**config.mk**
```make
export PLATFORM = sky130hd
export DESIGN_NAME = gshare_branch_predictor_flat
export DESIGN_NICKNAME = d
export VERILOG_FILES = /design/src/rtl/gshare_branch_predictor_if.sv /design/src/rtl/gshare_branch_predictor.sv /design/src/flat_wrapper.sv
export SDC_FILE = /design/constraint.sdc
export NUM_CORES = 1
export LEC_CHECK = 0
export CAP_MARGIN = 20
export CORE_MARGIN = 2
export CORE_UTILIZATION = 25
export CTS_BUF_LIST = sky130_fd_sc_hd__clkbuf_4
export CTS_CLUSTER_DIAMETER = 80
export DETAILED_ROUTE_END_ITERATION = 8
export GPL_TIMING_DRIVEN = 0
export HOLD_SLACK_MARGIN = 0.1
export PLACE_DENSITY_LB_ADDON = 0.25
export RECOVER_POWER = 100
export SYNTH_ARGS = -nofsm -noshare
export SYNTH_HDL_FRONTEND = slang
export SYNTH_SLANG_ARGS = --single-unit
export TNS_END_PERCENT = 20
```
**constraint.sdc**
```tcl
create_clock -name clk -period 10.48 [get_ports clk]
set_clock_uncertainty 0.2 [all_clocks]
set_input_delay 1.572 -clock clk [delete_from_list [all_inputs] [get_ports clk]]
set_output_delay 1.572 -clock clk [all_outputs]
set_load 0.05 [all_outputs]
```
**src/rtl/gshare_branch_predictor_if.sv**
```systemverilog
// Lookup/update bundle between the ID/EX pipeline stages and the gshare branch predictor.
// The ID/EX side uses the master modport; the predictor uses the slave modport.
interface gshare_branch_predictor_if #(
  parameter int PC_W    = 32,
  parameter int INDEX_W = 8,
  parameter int GHR_W   = 8
);
  // ID-stage lookup request and its combinational prediction
  logic               lookup_valid;
  logic [PC_W-1:0]    lookup_pc;
  logic               pred_taken;
  logic [INDEX_W-1:0] pred_index;
  logic [GHR_W-1:0]   pred_ghr;
  logic               pred_hit;
  logic [PC_W-1:0]    pred_target;

  // EX-stage resolution carrying the lookup-time index and history
  logic               update_valid;
  logic [PC_W-1:0]    update_pc;
  logic [INDEX_W-1:0] update_index;
  logic [GHR_W-1:0]   update_ghr;
  logic               update_taken;
  logic               update_mispredict;
  logic [PC_W-1:0]    update_target;

  modport master (
    output lookup_valid, lookup_pc,
    output update_valid, update_pc, update_index, update_ghr,
    output update_taken, update_mispredict, update_target,
    input  pred_taken, pred_index, pred_ghr, pred_hit, pred_target
  );

  modport slave (
    input  lookup_valid, lookup_pc,
    input  update_valid, update_pc, update_index, update_ghr,
    input  update_taken, update_mispredict, update_target,
    output pred_taken, pred_index, pred_ghr, pred_hit, pred_target
  );
endinterface

```
**src/rtl/gshare_branch_predictor.sv**
```systemverilog
// Gshare predictor: speculative GHR, saturating-counter PHT with hardware init, history repair
// and statistics. Define GSHARE_BTB_EN to build the optional direct-mapped BTB.
module gshare_branch_predictor #(
  parameter int PC_W      = 32,
  parameter int INDEX_W   = 8,
  parameter int GHR_W     = 8,
  parameter int CTR_W     = 2,
  parameter int BTB_IDX_W = 4
) (
  input  logic                    clk,
  input  logic                    rst,
  output logic                    ready,
  gshare_branch_predictor_if.slave bus,
  output logic [31:0]             stat_branches,
  output logic [31:0]             stat_mispredicts
);

  localparam int DEPTH   = 1 << INDEX_W;
  localparam int WEAK_NT = (1 << (CTR_W - 1)) - 1;

  typedef enum logic {
    S_INIT,
    S_RUN
  } state_t;

  state_t             state;
  state_t             state_next;
  logic [INDEX_W-1:0] init_ptr;
  logic [GHR_W-1:0]   ghr;
  logic [GHR_W-1:0]   ghr_next;
  logic [GHR_W-1:0]   ghr_shifted;
  logic [GHR_W-1:0]   ghr_repaired;
  logic [CTR_W-1:0]   pht [DEPTH];

  logic               run;
  logic               do_lookup;
  logic               do_update;
  logic               do_repair;
  logic [INDEX_W-1:0] lookup_idx;
  logic [CTR_W-1:0]   lookup_ctr;
  logic               pred_dir;
  logic [CTR_W-1:0]   update_ctr;
  logic [CTR_W-1:0]   update_ctr_next;

  assign run       = (state == S_RUN);
  assign ready     = run;
  assign do_lookup = run & bus.lookup_valid;
  assign do_update = run & bus.update_valid;
  assign do_repair = do_update & bus.update_mispredict;

  // ---------------------------------------------------------------- FSM
  // NOTE: sequential state uses non-blocking assignments so every register samples pre-edge values.
  always_ff @(posedge clk) begin
    if (rst) begin
      state    <= S_INIT;
      init_ptr <= '0;
    end else begin
      state <= state_next;
      if (state == S_INIT) init_ptr <= init_ptr + 1'b1;
    end
  end

  // NOTE: every combinational output gets a default first so no path leaves it unassigned (no latch).
  always_comb begin
    state_next = state;
    unique case (state)
      S_INIT: if (init_ptr == '1) state_next = S_RUN;
      S_RUN:  state_next = S_RUN;
    endcase
  end

  // ---------------------------------------------------------------- lookup
  assign lookup_idx     = bus.lookup_pc[INDEX_W+1:2] ^ INDEX_W'(ghr);
  assign lookup_ctr     = pht[lookup_idx];
  assign pred_dir       = run & lookup_ctr[CTR_W-1];
  assign bus.pred_taken = pred_dir;
  assign bus.pred_index = lookup_idx;
  assign bus.pred_ghr   = ghr;

  // ---------------------------------------------------------------- global history
  if (GHR_W == 1) begin : g_ghr_single
    assign ghr_shifted  = pred_dir;
    assign ghr_repaired = bus.update_taken;
  end else begin : g_ghr_multi
    assign ghr_shifted  = {ghr[GHR_W-2:0], pred_dir};
    assign ghr_repaired = {bus.update_ghr[GHR_W-2:0], bus.update_taken};
  end

  // A repair restarts history from the mispredicted branch, discarding any same-cycle shift.
  always_comb begin
    ghr_next = ghr;
    if (do_repair)      ghr_next = ghr_repaired;
    else if (do_lookup) ghr_next = ghr_shifted;
  end

  always_ff @(posedge clk) begin
    if (rst) ghr <= '0;
    else     ghr <= ghr_next;
  end

  // ---------------------------------------------------------------- pattern history table
  assign update_ctr = pht[bus.update_index];

  always_comb begin
    update_ctr_next = update_ctr;
    if (bus.update_taken) begin
      if (update_ctr != '1) update_ctr_next = update_ctr + 1'b1;
    end else begin
      if (update_ctr != '0) update_ctr_next = update_ctr - 1'b1;
    end
  end

  // NOTE: the PHT array has no reset; the INIT sweep writes every entry before any lookup is honoured.
  always_ff @(posedge clk) begin
    if (!rst) begin
      if (state == S_INIT)  pht[init_ptr]         <= CTR_W'(WEAK_NT);
      else if (do_update)   pht[bus.update_index] <= update_ctr_next;
    end
  end

  // ---------------------------------------------------------------- statistics
  always_ff @(posedge clk) begin
    if (rst) begin
      stat_branches    <= '0;
      stat_mispredicts <= '0;
    end else begin
      if (do_update && stat_branches != '1)    stat_branches    <= stat_branches + 32'd1;
      if (do_repair && stat_mispredicts != '1) stat_mispredicts <= stat_mispredicts + 32'd1;
    end
  end

  // ---------------------------------------------------------------- branch target buffer
`ifdef GSHARE_BTB_EN
  localparam int BTB_DEPTH = 1 << BTB_IDX_W;
  localparam int TAG_W     = PC_W - BTB_IDX_W - 2;

  logic [BTB_DEPTH-1:0] btb_valid;
  logic [TAG_W-1:0]     btb_tag    [BTB_DEPTH];
  logic [PC_W-1:0]      btb_target [BTB_DEPTH];
  logic [BTB_IDX_W-1:0] btb_rd_idx;
  logic [BTB_IDX_W-1:0] btb_wr_idx;
  logic                 btb_hit;
  logic                 btb_write;

  assign btb_rd_idx = bus.lookup_pc[BTB_IDX_W+1:2];
  assign btb_wr_idx = bus.update_pc[BTB_IDX_W+1:2];
  assign btb_write  = do_update & bus.update_taken;
  assign btb_hit    = run & btb_valid[btb_rd_idx] &
                      (btb_tag[btb_rd_idx] == bus.lookup_pc[PC_W-1:BTB_IDX_W+2]);

  assign bus.pred_hit    = btb_hit;
  assign bus.pred_target = btb_hit ? btb_target[btb_rd_idx] : '0;

  always_ff @(posedge clk) begin
    if (rst)            btb_valid             <= '0;
    else if (btb_write) btb_valid[btb_wr_idx] <= 1'b1;
  end

  // Tag and target are qualified by the valid bit, so they carry no reset.
  always_ff @(posedge clk) begin
    if (!rst && btb_write) begin
      btb_tag[btb_wr_idx]    <= bus.update_pc[PC_W-1:BTB_IDX_W+2];
      btb_target[btb_wr_idx] <= bus.update_target;
    end
  end
`else
  logic [BTB_IDX_W-1:0] unused_btb_idx;

  assign bus.pred_hit    = 1'b0;
  assign bus.pred_target = '0;
  assign unused_btb_idx  = '0;
`endif

  // Address bits outside the index/tag fields and the oldest carried history bit are not needed.
  logic unused_bits;
  assign unused_bits = ^{bus.lookup_pc, bus.update_pc, bus.update_target, bus.update_ghr};

endmodule

```
**src/flat_wrapper.sv**
```systemverilog
// flat-port wrapper written by rule: the top's interface ports become plain ports
module gshare_branch_predictor_flat 
#(
  parameter int PC_W      = 32,
  parameter int INDEX_W   = 8,
  parameter int GHR_W     = 8,
  parameter int CTR_W     = 2,
  parameter int BTB_IDX_W = 4
)
  (clk, rst, ready, stat_branches, stat_mispredicts, bus_lookup_valid, bus_lookup_pc, bus_update_valid, bus_update_pc, bus_update_index, bus_update_ghr, bus_update_taken, bus_update_mispredict, bus_update_target, bus_pred_taken, bus_pred_index, bus_pred_ghr, bus_pred_hit, bus_pred_target);
  gshare_branch_predictor_if #(.PC_W(PC_W), .INDEX_W(INDEX_W), .GHR_W(GHR_W)) bus_i ();
  input  logic clk;
  input  logic rst;
  output logic ready;
  output logic [31:0] stat_branches;
  output logic [31:0] stat_mispredicts;
  input wire logic [$bits(bus_i.lookup_valid)-1:0] bus_lookup_valid;
  input wire logic [$bits(bus_i.lookup_pc)-1:0] bus_lookup_pc;
  input wire logic [$bits(bus_i.update_valid)-1:0] bus_update_valid;
  input wire logic [$bits(bus_i.update_pc)-1:0] bus_update_pc;
  input wire logic [$bits(bus_i.update_index)-1:0] bus_update_index;
  input wire logic [$bits(bus_i.update_ghr)-1:0] bus_update_ghr;
  input wire logic [$bits(bus_i.update_taken)-1:0] bus_update_taken;
  input wire logic [$bits(bus_i.update_mispredict)-1:0] bus_update_mispredict;
  input wire logic [$bits(bus_i.update_target)-1:0] bus_update_target;
  output wire logic [$bits(bus_i.pred_taken)-1:0] bus_pred_taken;
  output wire logic [$bits(bus_i.pred_index)-1:0] bus_pred_index;
  output wire logic [$bits(bus_i.pred_ghr)-1:0] bus_pred_ghr;
  output wire logic [$bits(bus_i.pred_hit)-1:0] bus_pred_hit;
  output wire logic [$bits(bus_i.pred_target)-1:0] bus_pred_target;
  assign bus_i.lookup_valid = bus_lookup_valid;
  assign bus_i.lookup_pc = bus_lookup_pc;
  assign bus_i.update_valid = bus_update_valid;
  assign bus_i.update_pc = bus_update_pc;
  assign bus_i.update_index = bus_update_index;
  assign bus_i.update_ghr = bus_update_ghr;
  assign bus_i.update_taken = bus_update_taken;
  assign bus_i.update_mispredict = bus_update_mispredict;
  assign bus_i.update_target = bus_update_target;
  assign bus_pred_taken = bus_i.pred_taken;
  assign bus_pred_index = bus_i.pred_index;
  assign bus_pred_ghr = bus_i.pred_ghr;
  assign bus_pred_hit = bus_i.pred_hit;
  assign bus_pred_target = bus_i.pred_target;
  gshare_branch_predictor #(.PC_W(PC_W), .INDEX_W(INDEX_W), .GHR_W(GHR_W), .CTR_W(CTR_W), .BTB_IDX_W(BTB_IDX_W)) u_core (.clk(clk), .rst(rst), .ready(ready), .bus(bus_i), .stat_branches(stat_branches), .stat_mispredicts(stat_mispredicts));
endmodule
```
# Yosys cells after proc, flatten, opt, wreduce, memory -nomap -nowiden
# Memory sizes are Yosys's and may differ from the RTL's.
# Index checks and enable logic that the tools add are counted.
# word_totals
mem_bits_rw,512
elab_cells,43
n_memories,1
reg_bits,81
# op_classes
bitwise,6
muxes,17
eq_ne,4
reduce_logical,5
addsub,5
# mem_list
memory,depth,word_bits,rd,rd_clocked_by_memory_dff,wr,line_no,source
u_core.pht,256,2,2,0,1,gshare_branch_predictor.sv:33,logic [CTR_W-1:0] pht [DEPTH];
# ops
cell,n
"32-bit by 1-bit adder with 32-bit output, second input constant",2
"32-bit inequality test, second input constant",2
8-bit two-way mux,3
1-bit two-way mux,9
"8-bit by 1-bit adder with 8-bit output, second input constant",1
"8-bit equality test, second input constant",1
2-bit two-way mux,4
8-bit bitwise XOR,1
1-bit AND,4
2-bit nonzero test,2
"2-bit by 1-bit adder with 2-bit output, second input constant",1
1-bit logical AND,2
"2-bit inequality test, second input constant",1
1-bit case mux with 2 select lines,1
2-bit OR reduction,1
"2-bit by 1-bit subtractor with 2-bit output, second input constant",1
1-bit NOT,1

# Logic depth before layout (Yosys ltp)
# Gate-level depths: netlist of run 1.
# depth
depth_word,7
mapped_depth,11
mapped_depth_nobuf,9

# Least setup slack after synthesis of run 1
# No wires, ideal clock.
# synth_path
path_type,input -> register
start,in bus_update_index[2]
end,"mem u_core.pht[0][0], data pin"
t_required_ps,8825
cell_stages,11
path_buffers,3
slack_ps,-975
setup_time_ps,1455
arrival_time_ps,9800
cell_sequence,buf_2 > buf_2 > clkbuf_1 > mux4_2 > a22oi_1 > a21oi_1 > nor4_1 > o22ai_1 > nor3_2 > a21oi_1 > o21ai_1
# synth_via
elab_chain_len,5
word_cells_on_any_way,9
# synth_rtl
element,line_no,source
from (decl),flat_wrapper.sv:21,input wire logic [$bits(bus_i.update_index)-1:0] bus_update_index;
memory 256 x 2 bit (*),-,
2-bit by 1-bit subtractor with 2-bit output (tied with other cells),gshare_branch_predictor.sv:109,if (update_ctr != '0) update_ctr_next = update_ctr - 1'b1;
"2-bit two-way mux, on equally long branches","gshare_branch_predictor.sv:109, gshare_branch_predictor.sv:107",
2-bit two-way mux (*),gshare_branch_predictor.sv:106,if (bus.update_taken) begin
2-bit two-way mux (no source line) (*),-,
to (decl),gshare_branch_predictor.sv:33,
# Mark *: on every way between the ends. The rest lies on a longest branch, timed or not.

# Worst setup path after layout of run 1
# layout_path
start,in bus_update_index[2]
end,"mem u_core.pht[217][0], data pin"
# The elaborated chain is that of the path after synthesis.

==> reports/summary.txt, run 1 <==
Initial Utilization - 25.2%
syn avg cell area - 14.7 sq um
Pint - 0.00358 W
Cell Area, Synth - 27000 sq um
all-layer global routing usage - 17.6%
number of nets in the layout - 2290
status - complete, but fails checks
max_slew headroom - -135%
largest net degree at the start of global routing - 48
number of synthesized flops with an enable pin - 512
buffer count from post-CTS setup fixing - 0
Design Area, Final - 32300 sq um
initial antenna violation count - 7
Slew Limit Fails - 163
GP Congestion - 0.914
maxcap violations - 8
ys flop type - edfxtp_1
unrepaired setup endpoints after global routing - false
WL per Instance - 26.9 um
ys async rst share - 0%
CTS H-tree lvls - 4
Max FO, Critical Path - 21
failing checks - capacitance limit, slew limit
Comb pwr share - 6.2%
most frequent cells in the layout - edfxtp_1, nor2_1, clkbuf_4, mux4_2, clkbuf_1
Die Width - 333 um
Max clock buf depth - 3
drt total wl - 98700 um
CP arrival - 8.82 ns
Sw Share - 25.3%
Final Hold Vio Count - 0
core footprint - 107000 sq um
leakage power - 11.4 nW
max frequency - 115 MHz
Psw - 0.00121 W
Cell Rows - 120
I/O pin count - 233
dpl hpwl - 69000 um
Slew @ Worst Pin - 3.49 ns
Yosys reg bits - 593
Num CTS Buffers - 157
crit path kind - in -> reg
GRT overflow - 0
CTS tree - built
endpoint class of the critical path - flop
vias per inst - 5.10
share of layout cells above drive strength 1 - 23.1%
YS warnings - 0
Post-DP Area - 30600 sq um
Final ANT Viol Nets - 0
clk_lat worst skew - 1.07 ns
WP data required - 10.60 ns
clock-pin slew on the worst setup and hold paths - 0.06 ns
Detailed Route Iter0 Violations - 1959
Distinct cells, synth - 56
Layout area overhead - 19.5%
pwr dens - 148 nW/um^2
TritonRoute pass-1 iters - 6
Clk network pwr share - 41.0%
Worst R2R Path Depth - 8
first-pass GRT wire length - 138000 um
# setup viols final - 0
# resized after CTS - 0
hold path depth - 2
Final Critical Period - 8.70 ns
Vias - 18800
fin util - 30.1%
Seq/Total Area, Yosys - 62.9%
Seq pwr share - 52.8%
Port Buf Inserts - 106
most common cell after layout, fill and taps aside - edfxtp_1
HP Class - reg -> reg
Die Y - 333 um
hold buffers post-CTS - 0
Total Die Area - 111000 sq um
DRC Markers - 0
vias in the first global route - 18700
Num Clock Sinks - 593
worst reg-to-reg setup slack - 4.31 ns
Worst VDD drop - 0.0000880 V
final period utilization - 83.0%
Mapped Cells - 1835
CP Launch Type - primary input
Root Buffer - clkbuf_4
==> through the flow <==
stage / hold slack, ns / TNS, ns / std cells / setup slack [ns] / total power (W)
CTS: 0.312 / 0 / 3666 / 2.61 / 0.00484
global placement: 0.292 / -3328.83 / 3376 / -9.48 / 0.00286
detailed placement: 0.305 / 0 / 3409 / 2.62 / 0.00287
floorplan: 0.300 / -100.54 / 1867 / -0.393 / 0.00274
finish: 0.305 / 0 / 3675 / 1.78 / 0.00479
global route: 0.336 / 0 / 3672 / 1.69 / 0.00496
==> critical path, cell delays in order <==
cell and delay, ns:
clkbuf_1 0.21, clkbuf_1 0.93, clkbuf_1 1.22, mux4_2 0.45, a22oi_1 0.31, a21oi_1 0.17, nor4_1 0.82, nor2_1 0.08
nor3_1 0.31, a21oi_1 0.12, o21ai_0 2.59
==> final timing paths <==
path                                                 start                                  endpoint
setup / recovery                       bus_update_index[2]              u_core.pht[217][0]$_DFFE_PP_
hold / removal    u_core.stat_mispredicts[28]$_SDFFE_PP0P_  u_core.stat_mispredicts[28]$_SDFFE_PP0P_
setup reg to reg              u_core.pht[111][0]$_DFFE_PP_              u_core.pht[217][0]$_DFFE_PP_
hold reg to reg   u_core.stat_mispredicts[28]$_SDFFE_PP0P_  u_core.stat_mispredicts[28]$_SDFFE_PP0P_
==> per-layer routing <==
layer | part of all wire, % | vias to the layer above | track usage [%] | routed length (um)
met5 | 0 | - | 0 | 0
met4 | 3.8 | 0 | 6.70 | 3780
met3 | 8.6 | 196 | 4.40 | 8470
met2 | 47 | 1082 | 28.6 | 46600
met1 | 40 | 9666 | 22.5 | 39800
li1 | - | 7812 | - | -
==> area by class of cell <==
| type | count | area, sq um |
|---|---|---|
| fill | 10800 | 74900 |
| antenna | 5 | 12.5 |
| sequential | 593 | 17000 |
| clock buffer | 219 | 1640 |
| multi-input combinational | 1107 | 9180 |
| buffer | 152 | 892 |
| inverter | 15 | 56.3 |
| clock inverter | 38 | 213 |
| tap | 1403 | 1760 |
| timing repair buffer | 143 | 1550 |
==> power groups by stage <==
stage | registers, W | clock network (W) | logic, W
after floorplan | 0.00258 | 0 | 0.000163
after global placement | 0.00258 | 0 | 0.000284
after detailed placement | 0.00258 | 0 | 0.000292
after CTS | 0.00253 | 0.00202 | 0.000293
after global routing | 0.00253 | 0.00213 | 0.000303
final | 0.00253 | 0.00196 | 0.000298
==> synth_stat cells (all sizes together) (13+ instances only) <==
cell / instances / share of area [%]
edfxtp: 512 / 57
nor2: 351 / 4.9
mux4: 194 / 16
dfxtp: 81 / 6.0
nand2: 81 / 1.1
clkbuf: 79 / 1.1
a22oi: 77 / 2.1
buf: 73 / 2.2
nand3: 63 / 1.2
a21oi: 48 / 0.89
xor2: 47 / 1.6
o21ai: 30 / 0.56
xnor2: 20 / 0.65
nand4: 19 / 0.44
nor3: 15 / 0.30
inv: 14 / 0.19
and3: 13 / 0.30
or3: 13 / 0.30
==> sequential cells by signal, summed over array words and instances (netlist names) <==
register	flops
u_core.stat_branches	32
u_core.ready	1
u_core.stat_mispredicts	32
u_core.pht	512
u_core.bus.pred_ghr	8
u_core.init_ptr	8
==> logic make-up after synthesis <==
family                   Yosys count  synth area share (%)
AND/OR/NAND/NOR                  614                  10.1
flip-flops                       593                  62.9
multiplexers                     203                  16.6
AO/OA/AOI/OAI                    186                  4.56
buffers and inverters            167                  3.51
XOR/XNOR                          67                  2.20
adder cells (fa/ha/maj)            4                 0.176
other                              1                0.0139
Note: power is estimated with default switching activity, not from simulation.
==> run 2, diff against run 1 <==
==> constraint.sdc (replaced) <==
create_clock -name clk -period 7.63 [get_ports clk]
set_clock_uncertainty 0.2 [all_clocks]
set_input_delay 1.1445 -clock clk [delete_from_list [all_inputs] [get_ports clk]]
set_output_delay 1.1445 -clock clk [all_outputs]
set_load 0.05 [all_outputs]
==> run 2 against run 1 <==
Against the previous run: the run still ends with capacitance limit, slew limit left; clock power grew 42%; final area up 0.33%; setup slack lost 1.4 ns; sequential share of layout area down 0.17 points; hold slack improved by 0.0046 ns; non-clock buffer count up 6; sequential cell count unchanged; highest routed layer is now met5.
==> reports/summary.txt, run 2 (synthesis gave the netlist of run 1 again) <==
status - complete, but fails checks (unchanged)
failing checks - capacitance limit, slew limit (unchanged)
Final ANT Viol Nets - 0 (unchanged)
drt total wl - 98800 um (was 98700 um)
GP Congestion - 0.911 (was 0.914)
all-layer global routing usage - 17.5% (was 17.6%)
dpl hpwl - 70100 um (was 69000 um)
Hold EP - u_core.stat_mispredicts[28]$_SDFFE_PP0P_ (unchanged)
maxcap violations - 3 (was 8)
clock-pin slew on the worst setup and hold paths - 0.06 ns (about the same)
critical path cell sequence - clkdlybuf4s50_1 > xor2_2 > clkbuf_2 > mux4_2 > nor3_1 > nor3_1 > o31ai_1 > o21ai_1 > o2111a_1 > clkdlybuf4s50_1 (was clkbuf_1 > clkbuf_1 > clkbuf_1 > mux4_2 > a22oi_1 > a21oi_1 > nor4_1 > nor2_1 > nor3_1 > a21oi_1 > o21ai_0)
vias per inst - 5.11 (was 5.10)
Cell Count, Final, Fillers Out - 3701 (was 3675)
# setup viols final - 0 (unchanged)
max frequency - 139 MHz
Cells after DPL - 3416 (was 3409)
Die Width - 333 um (unchanged)
first-pass GRT wire length - 138000 um (about the same)
GRT overflow - 0 (unchanged)
Max FO, Critical Path - 10 (was 21)
largest net degree at the start of global routing - 45 (was 48)
Die Y - 333 um (unchanged)
Vias - 18900 (was 18800)
CP Launch Type - primary input (unchanged)
CTS tree - built (unchanged)
Final Critical Period - 7.22 ns
clk_lat worst skew - 1.05 ns (was 1.07 ns)
unrepaired setup endpoints after global routing - false (unchanged)
DRC Markers - 0 (unchanged)
crit path kind - in -> out (was in -> reg)
Detailed Route Iter0 Violations - 2210 (was 1959)
DP Worst Slack - 0.760 ns (was 2.62 ns)
Pwr Total - 0.00667 W (was 0.00479 W)
Port Buf Inserts - 106 (unchanged)
share of layout cells above drive strength 1 - 23.2% (was 23.1%)
worst reg-to-reg setup slack - 2.42 ns (was 4.31 ns)
Worst R2R Path Depth - 9 (was 8)
leakage power - 11.5 nW (was 11.4 nW)
slowest stage delay, CP - 0.99 ns (was 2.59 ns)
hold buffers post-CTS - 0 (unchanged)
worst hold slack - 0.310 ns (was 0.305 ns)
vias in the first global route - 19000 (was 18700)
core footprint - 107000 sq um (unchanged)
TritonRoute pass-1 iters - 6 (unchanged)
max FFs per register - 512 (unchanged)
Num Clock Sinks - 593 (unchanged)
Total Die Area - 111000 sq um (unchanged)
Root Buffer - clkbuf_4 (unchanged)
CP max-delay cell - o31ai_1 (was o21ai_0)
Cell Rows - 120 (unchanged)
Initial Utilization - 25.2% (unchanged)
# resized after CTS - 0 (unchanged)
Min-Delay Startpoint - u_core.stat_mispredicts[28]$_SDFFE_PP0P_ (unchanged)
Worst VDD drop - 0.000110 V (was 0.0000880 V)
final period utilization - 94.6%
endpoint class of the critical path - output port (was flop)
buffer count from post-CTS setup fixing - 0 (unchanged)
Top Registers - u_core.pht x512, u_core.stat_branches x32, u_core.stat_mispredicts x32 (unchanged)
number of nets in the layout - 2297 (was 2290)
HP Class - reg -> reg (unchanged)
most frequent cells in the layout - edfxtp_1, nor2_1, clkbuf_4, mux4_2, clkbuf_1 (unchanged)
Slew @ Worst Pin - 1.99 ns (was 3.49 ns)
WL per Instance - 26.7 um (was 26.9 um)
CTS H-tree lvls - 4 (unchanged)
Layout area overhead - 19.9% (was 19.5%)
I/O pin count - 233 (unchanged)
Most flops, register - u_core.pht (unchanged)
max_slew headroom - -33.0% (was -135%)
Final Hold Vio Count - 0 (unchanged)
reg2reg start - u_core.ready$_SDFF_PP0_ (was u_core.pht[111][0]$_DFFE_PP_)
final worst slack - 0.413 ns (was 1.78 ns)
Slew Limit Fails - 40 (was 163)
CP arrival - 5.87 ns (was 8.82 ns)
Num CTS Buffers - 158 (was 157)
FF-to-FF End - u_core.pht[101][0]$_DFFE_PP_ (was u_core.pht[217][0]$_DFFE_PP_)
hold path depth - 2 (unchanged)
initial antenna violation count - 5 (was 7)
Max clock buf depth - 3 (unchanged)
pwr dens - 206 nW/um^2 (was 148 nW/um^2)
WP data required - 6.29 ns (was 10.60 ns)
most common cell after layout, fill and taps aside - edfxtp_1 (unchanged)
## run 2: changes by cell type in the layout (fill, tap and decap cells not counted), sizes merged
cell and delta:
bufinv +1, clkbuf +11, clkinv +18, inv +4, dlygate4sd3 -3, diode -2
clkdlybuf4s50 +3, clkinvlp -3, buf -3
## run 2: stage by stage
stage          setup TNS (ns)  area, sq um  utilization, %
6_report                    0        32400            30.2
5_1_grt                     0        32400            30.2
4_1_cts                     0        32700            30.5
3_5_place_dp                0        30700            28.6
3_3_place_gp         -2321.98        30000            28.0
2_1_floorplan          -18.37        27200               -
## run 2: how the worst max path moves through the flow
stage | startpoint | slack [ns] | end
2_1_floorplan | bus_update_index[2] | -0.07 | u_core.pht[0][1]$_DFFE_PP_
3_3_place_gp | bus_update_index[1] | -6.32 | u_core.pht[126][1]$_DFFE_PP_
3_5_place_dp | bus_lookup_pc[3] | 0.76 | bus_pred_taken
4_1_cts | bus_lookup_pc[3] | 0.74 | bus_pred_taken
5_1_grt | bus_update_index[2] | 0.38 | u_core.pht[62][0]$_DFFE_PP_
6_report | bus_lookup_pc[3] | 0.41 | bus_pred_taken
## run 2: per-layer routing
layer / GRT usage [%] / part of all wire [%]
met5: 0 / 0.011
met4: 7.55 / 4.2
met1: 22.3 / 40
met2: 28.9 / 48
met3: 3.80 / 8.7
## run 2: worst max-delay path, delay by kind of cell
family / cells / cell delay [ns]
AO/OA/AOI/OAI: 3 / 1.56
XOR/XNOR: 1 / 0.64
buffers and inverters: 3 / 1.81
multiplexers: 1 / 0.42
AND/OR/NAND/NOR: 2 / 0.26
## run 2: cell type report
type | instances | area [sq um]
repair buffers | 149 | 1510
plain buffers | 152 | 893
well taps | 1403 | 1760
diodes | 3 | 7.51
clock buffers | 221 | 1660
multi-input cells | 1107 | 9210
flip-flops and latches | 593 | 17000
clock inverters | 58 | 323
inverters | 15 | 56.3
fillers | 10800 | 74800
## run 2: where the power goes
part | switching, W | leakage (nW) | internal, W
Sequential | 0.00000359 | 6.46 | 0.00347
Clock | 0.00139 | 1.17 | 0.00139
Combinational | 0.000294 | 3.83 | 0.000118
Total | 0.00169 | 11.5 | 0.00498
